`src/rtl/ccff_chain_loader.sv`:
```
// rtl/ccff_chain_loader.sv - serializes host bitstream words MSB-first onto the configuration flip-flop chain, with optional read-back verify
module ccff_chain_loader #(
    parameter int WORD_W    = 8,
    parameter int CHAIN_LEN = 1024,
    parameter int CNT_W     = $clog2(CHAIN_LEN + 1)
) (
    input  logic              prog_clk,
    input  logic              prog_reset_n,
    input  logic              start,
    input  logic              verify,
    input  logic [WORD_W-1:0] word_in,
    input  logic              word_valid,
    output logic              word_ready,
    output logic              ccff_head,
    output logic              ccff_shift_en,
    input  logic              ccff_tail,
    output logic              busy,
    output logic              done,
    output logic              verify_err
);

    localparam int WB_W = $clog2(WORD_W + 1);

    typedef enum logic [1:0] {
        S_IDLE,
        S_LOAD,
        S_SHIFT
    } state_t;

    state_t            state_q;
    logic              mode_q;
    logic [WORD_W-1:0] sreg_q;
    logic [WB_W-1:0]   word_bits_q;
    logic [CNT_W-1:0]  bits_left_q;
    logic              done_q;
    logic              verify_err_q;

    logic [WB_W-1:0]   word_bits_d;
    logic              mismatch_d;

    // Bits to take from the next word: a full word, or only what remains of the chain
    always_comb begin
        word_bits_d = WB_W'(WORD_W);
        if (32'(bits_left_q) < WORD_W) begin
            word_bits_d = WB_W'(bits_left_q);
        end
    end

    // Read-back compare: after a full load pass the tail presents the bit now at the head
    always_comb begin
        mismatch_d = 1'b0;
        if (state_q == S_SHIFT && mode_q && (ccff_tail != sreg_q[WORD_W-1])) begin
            mismatch_d = 1'b1;
        end
    end

    // Pass sequencer: IDLE waits for start, LOAD takes one word, SHIFT drains it onto the chain
    always_ff @(posedge prog_clk or negedge prog_reset_n) begin
        if (!prog_reset_n) begin
            state_q      <= S_IDLE;
            mode_q       <= 1'b0;
            sreg_q       <= '0;
            word_bits_q  <= '0;
            bits_left_q  <= '0;
            done_q       <= 1'b0;
            verify_err_q <= 1'b0;
        end else begin
            case (state_q)
                S_IDLE: begin
                    if (start) begin
                        mode_q       <= verify;
                        done_q       <= 1'b0;
                        verify_err_q <= 1'b0;
                        bits_left_q  <= CNT_W'(CHAIN_LEN);
                        state_q      <= S_LOAD;
                    end
                end
                S_LOAD: begin
                    if (word_valid) begin
                        sreg_q      <= word_in;
                        word_bits_q <= word_bits_d;
                        state_q     <= S_SHIFT;
                    end
                end
                S_SHIFT: begin
                    sreg_q      <= sreg_q << 1;
                    word_bits_q <= word_bits_q - 1'b1;
                    bits_left_q <= bits_left_q - 1'b1;
                    if (mismatch_d) begin
                        verify_err_q <= 1'b1;
                    end
                    if (word_bits_q == WB_W'(1)) begin
                        if (bits_left_q == CNT_W'(1)) begin
                            state_q <= S_IDLE;
                            done_q  <= 1'b1;
                        end else begin
                            state_q <= S_LOAD;
                        end
                    end
                end
                default: begin
                    state_q <= S_IDLE;
                end
            endcase
        end
    end

    // Outputs come from registered state only; word_in never reaches the chain combinationally
    assign word_ready    = (state_q == S_LOAD);
    assign ccff_shift_en = (state_q == S_SHIFT);
    assign ccff_head     = (state_q == S_SHIFT) ? sreg_q[WORD_W-1] : 1'b0;
    assign busy          = (state_q != S_IDLE);
    assign done          = done_q;
    assign verify_err    = verify_err_q;

endmodule

```
`config.mk`:
```
export PLATFORM = sky130hd
export DESIGN_NAME = ccff_chain_loader
export DESIGN_NICKNAME = d
export VERILOG_FILES = /design/src/rtl/ccff_chain_loader.sv
export SDC_FILE = /design/constraint.sdc
export NUM_CORES = 1
export LEC_CHECK = 0
export BUFFER_PORTS_ARGS = -buffer_cell sky130_fd_sc_hd__buf_2
export CORE_UTILIZATION = 40
export DETAILED_ROUTE_END_ITERATION = 12
export PLACE_DENSITY_LB_ADDON = 0.25
export SYNTH_ARGS = -nofsm -noshare
export SYNTH_HDL_FRONTEND = slang
export SYNTH_SLANG_ARGS = --single-unit
```
`constraint.sdc`:
```
create_clock -name prog_clk -period 2.48 [get_ports prog_clk]
set_input_delay 0.372 -clock prog_clk [delete_from_list [all_inputs] [get_ports prog_clk]]
set_output_delay 0.372 -clock prog_clk [all_outputs]
set_load 0.05 [all_outputs]
```
* Word-level counts from Yosys, hierarchy flattened *
Index checks and enable logic that the tools add are counted.

operators by class
  $add $sub $neg = 2
  magnitude comparators = 1
  equal/unequal tests = 10
  multiplexer cells = 20
  reductions and logical operators = 12

operators with widths
  kind                                                                           count
  11-bit case mux with 2 select lines                                            1
  8-bit case mux with 2 select lines                                             1
  11-bit by 1-bit == test with 1-bit output, second input constant               1
  11-bit by 4-bit less-than comparator with 1-bit output, second input constant  1
  11-bit two-way mux                                                             1
  11-bit by 1-bit subtractor with 11-bit output, second input constant           1
  4-bit two-way mux                                                              2
  8-bit two-way mux                                                              1
  4-bit case mux with 2 select lines                                             1
  1-bit two-way mux                                                              7
  2-bit two-way mux                                                              3
  2-bit by 1-bit inequality test with 1-bit output, second input constant        3
  2-bit case mux with 3 select lines                                             1
  2-bit AND reduction                                                            3
  3-bit AND reduction                                                            2
  2-bit nonzero test                                                             3
  4-bit by 1-bit == test with 1-bit output, second input constant                1
  2-bit inequality test, second input constant                                   2
  1-bit case mux with 2 select lines                                             2
  4-bit AND reduction                                                            1
  4-bit by 1-bit subtractor with 4-bit output, second input constant             1
  2-bit by 1-bit == test with 1-bit output, second input constant                1
  2-bit == test, second input constant                                           1
  1-bit logical AND                                                              2
  2 further kinds                                                                2

storage, ports and cells
  bits in registers = 28
  input bits = 14
  output and inout bits = 6
  logic and storage cells = 52

* Longest topological paths before layout *
  depth after elaboration = 6
  mapped depth = 5
  mapped depth without buffers = 5

* Worst setup path after synthesis *
Ideal clock, no wire load.

  path type = register to output
  start point = register state_q[0]
  end point = output port ccff_head
  arrival = 1302 ps
  data required time = 2108 ps
  setup slack = 806 ps
  stages on the path, launching flop included = 5
  buffers on the path = 1
  cell sequence = dfrtp_1 > nand2b_1 > inv_1 > clkbuf_1 > and2_1

on the way
  word-level cells in the longest chain between the ends = 2

ends and longest elaborated chain
  item                    line  source
  start, declared         30    state_t state_q;
  start signal, assigned  60    state_q <= S_IDLE;
  start signal, assigned  75    state_q <= S_LOAD;
  start signal, assigned  82    state_q <= S_SHIFT;
  2-bit == test           111   assign ccff_head = (state_q == S_SHIFT) ? sreg_q[WORD_W-1] : 1'b0;
  1-bit two-way mux       111
  end, declared           14    output logic ccff_head,

Every way passes these cells.

* Worst setup path in the final report *
  start point = register state_q[0]
  end point = output port ccff_shift_en

on the way
  word-level cells in the longest chain between the ends = 1

ends and longest elaborated chain
  item           line  source
  2-bit == test  110   assign ccff_shift_en = (state_q == S_SHIFT);
  end, declared  15    output logic ccff_shift_en,

Every way passes these cells.

==> impl_metrics.env <==
export IMPL_run_status="finished clean"
export IMPL_dpl_worst_slack_ns=0.7599
export IMPL_final_setup_viol_count=0
export IMPL_met2_usage=0.2486
export IMPL_timing_critical_path_required_ns=2.11
export IMPL_post_dp_hpwl_um=1986
export IMPL_detailedRoute_firstPassIterationCount=4
export IMPL_cts_sink_count=28
export IMPL_finalHoldViolCount=0
export IMPL_final_nets=183
export IMPL_clk_pin_slew_ns=0.15
export IMPL_grt_start_max_net_pins=29
export IMPL_area_growth_synth_to_final_pct=12.56
export IMPL_buffer_ports_inserted=19
export IMPL_placementRows=21
export IMPL_min_path_type="in -> async"
export IMPL_grt_overflow_total=0
export IMPL_postRouteWirelength_um=2722
export IMPL_core_area_mm2=0.003416
export IMPL_sequential_share_of_the_synthesized_area=0.4786
export IMPL_hold_buffers_post_cts=0
export IMPL_die_area_mm2=0.003906
export IMPL_timing_critical_path_cells="nand2b_1, inv_1, buf_4, buf_2"
export IMPL_finalInstanceArea_mm2=0.001648
export IMPL_p_sw_frac=0.4220
export IMPL_total_power_mw=2.025
export IMPL_max_freq_mhz=478.7
export IMPL_cts_resized_gates=0
export IMPL_cp_data_arrival_time_ns=1.72
export IMPL_avgViaCountPerCell=5.362
export IMPL_setup_worst_path_start_class="flop"
export IMPL_ys_types=42
export IMPL_clock_latency_ns=0.33
export IMPL_reg2reg_to="mode_q"
export IMPL_layout_common_cells="28 x dfrtp_1, 20 x nand2_1, 19 x buf_2, 13 x mux2i_1, 11 x o21ai_0"
export IMPL_cts_tree="built"
export IMPL_synth_seq_cells=28
export IMPL_timing_setup_tns_ns=0
export IMPL_worst_clock_skew_ns=0.009221
export IMPL_antenna_left=0
export IMPL_i_o_pin_count=20
export IMPL_power_share_clock=0.148
export IMPL_layout_min_cycle_time_ns=2.089
export IMPL_finish_cell_count_without_fillers=210
export IMPL_final_core_utilization=0.4824
export IMPL_syn_area_mm2=0.001464
export IMPL_slew_violations=0
export IMPL_static_leakage_power_nw=0.8068
export IMPL_worst_slew_margin_rel=0.5851
export IMPL_max_clock_path_buffers=2
export IMPL_antenna_diode_count=0
export IMPL_synth_net_count=164
export IMPL_syn_instance_count=146
export IMPL_synth_largest_type_area_fraction=0.4786
export IMPL_num_vias=1126
export IMPL_final_hold_worst_slack_ns=0.02891
export IMPL_grt_setup_unrepaired="no"
export IMPL_reg2regPathDepth=2
export IMPL_p_int_mw=1.171
export IMPL_timing_final_crit_share=0.8424
export IMPL_yosys_top_cells_area="dfrtp_1 48%, mux2i_1 8.9%, nand2_1 5.1%"
export IMPL_numCtsBuffers=3
export IMPL_dieWidth_um=62.50
export IMPL_initial_utilization=0.4286
export IMPL_post_drt_wl_per_cell_um=12.96
export IMPL_crit_reg2reg_launch="state_q[1]"
export IMPL_grt_first_pass_wirelength_um=4774
export IMPL_layout_commonest_cell="dfrtp_1"
export IMPL_drcViolationCount=0
export IMPL_placed_instance_area_mm2=0.001595
export IMPL_r2r_slack_ns=0.85
export IMPL_first_global_vias=1027
export IMPL_drv_max_cap_violation_count=0
export IMPL_final_layout_size_suffix_gt1_frac=0.1707
export IMPL_grtUsageTotal=0.1554
export IMPL_dp_cells=206
export IMPL_critPathSlowestCell="dfrtp_1"
export IMPL_grt_util_met1=0.2073
export IMPL_cpPeakStageDelay_ns=0.54
export IMPL_post_synth_cell_area_avg_um2=10.03
export IMPL_sequentialPowerShare=0.419
export IMPL_gpl_final_weighted_congestion=0.7592
export IMPL_yosys_area_top_type="dfrtp_1"
export IMPL_combPwrFrac=0.433
export IMPL_synthesis_warnings=0
export IMPL_die_height_um=62.50
export IMPL_cp_end_kind="output port"
export IMPL_post_cts_setup_buffers=0
export IMPL_clock_root_buffer="clkbuf_4"
export IMPL_final_critical_path_setup_slack_ns=0.3908
export IMPL_critPathMaxFanout=17
export IMPL_tightestPinTransition_ns=0.6224
export IMPL_gr_usage_met3=0.02372
export IMPL_cts_htree_levels=1
export IMPL_net_switching_power_mw=0.8548
export IMPL_worst_setup_path_type="reg -> out"
export IMPL_pwr_density_cell_mw_per_mm2=1229
export IMPL_gr_max_usage_layer="met2"
export IMPL_antenna_found_initial=0
export IMPL_drt_iter0_drc=81
export IMPL_vdd_ir_drop_max_mv=0.4199
Yosys cell counts, drive strengths merged:
cell	count
a211oi	2
a21boi	1
a21oi	3
a22o	1
a31oi	1
a32o	1
and2	1
and2b	1
and3	1
and3b	1
buf	4
clkbuf	4
dfrtp	28
ha	4
inv	7
mux2	1
mux2i	13
nand2	20
nand2b	1
nand3	4
nand3b	4
nand4	4
nand4b	1
nor2	3
nor2b	3
nor3	1
nor3b	1
nor4	4
nor4b	1
o211ai	1
o21ai	14
o22ai	3
o311a	1
o311ai	1
o41ai	1
or2	1
or3	1
or3b	1
xor2	1
metal layers:
metal	part of all wire	vias to the layer above
met5	0	-
met3	0.039	5
met2	0.47	26
li1	-	561
met1	0.48	534
met4	0.016	0
flip-flops by register name, summed over array words and instances (netlist names):
| register | count |
|---|---|
| word_bits_q | 4 |
| sreg_q | 8 |
| verify_err | 1 |
| bits_left_q | 11 |
| done | 1 |
| mode_q | 1 |
| state_q | 2 |
cell type report:
type                    count  area (um2)
fillers                   338        1768
flip-flops and latches     28       700.7
multi-input cells         103       693.2
repair buffers             22       117.6
well taps                  46       57.56
clock inverters             1       30.03
inverters                   7       26.28
clock buffers               3       22.52
critical path, delay by kind of cell, from the launching register on:
| kind | cells | cell delay [ns] |
|---|---|---|
| AND/OR/NAND/NOR | 1 | 0.23 |
| buffers and inverters | 3 | 0.63 |
| flip-flops | 1 | 0.54 |
power by group through the flow:
stage	registers (mW)	clock network [mW]	logic [mW]
global placement	0.852	0	0.862
floorplan	0.811	0	0.738
global route	0.884	0.335	0.974
detailed placement	0.859	0	0.887
finish	0.850	0.299	0.877
CTS	0.848	0.315	0.890
worst max-delay path by stage:
stage / depth (start not counted) / endpoint / startpoint / slack [ns]
floorplan: 4 / ccff_head / state_q[0] / 0.81
global placement: 4 / ccff_shift_en / state_q[0] / 0.78
detailed placement: 4 / ccff_shift_en / state_q[0] / 0.76
CTS: 4 / ccff_shift_en / state_q[0] / 0.36
global route: 4 / ccff_shift_en / state_q[0] / 0.24
finish: 4 / ccff_shift_en / state_q[0] / 0.39
kinds of logic after synthesis:
| family | share of synthesized area |
|---|---|
| flip-flops | 0.4786 |
| buffers and inverters | 0.04787 |
| adder cells (fa/ha/maj) | 0.03419 |
| AO/OA/AOI/OAI | 0.1274 |
| AND/OR/NAND/NOR | 0.2094 |
| multiplexers | 0.09658 |
| XOR/XNOR | 0.005984 |
No activity file was read; power rests on OpenSTA's default activity.
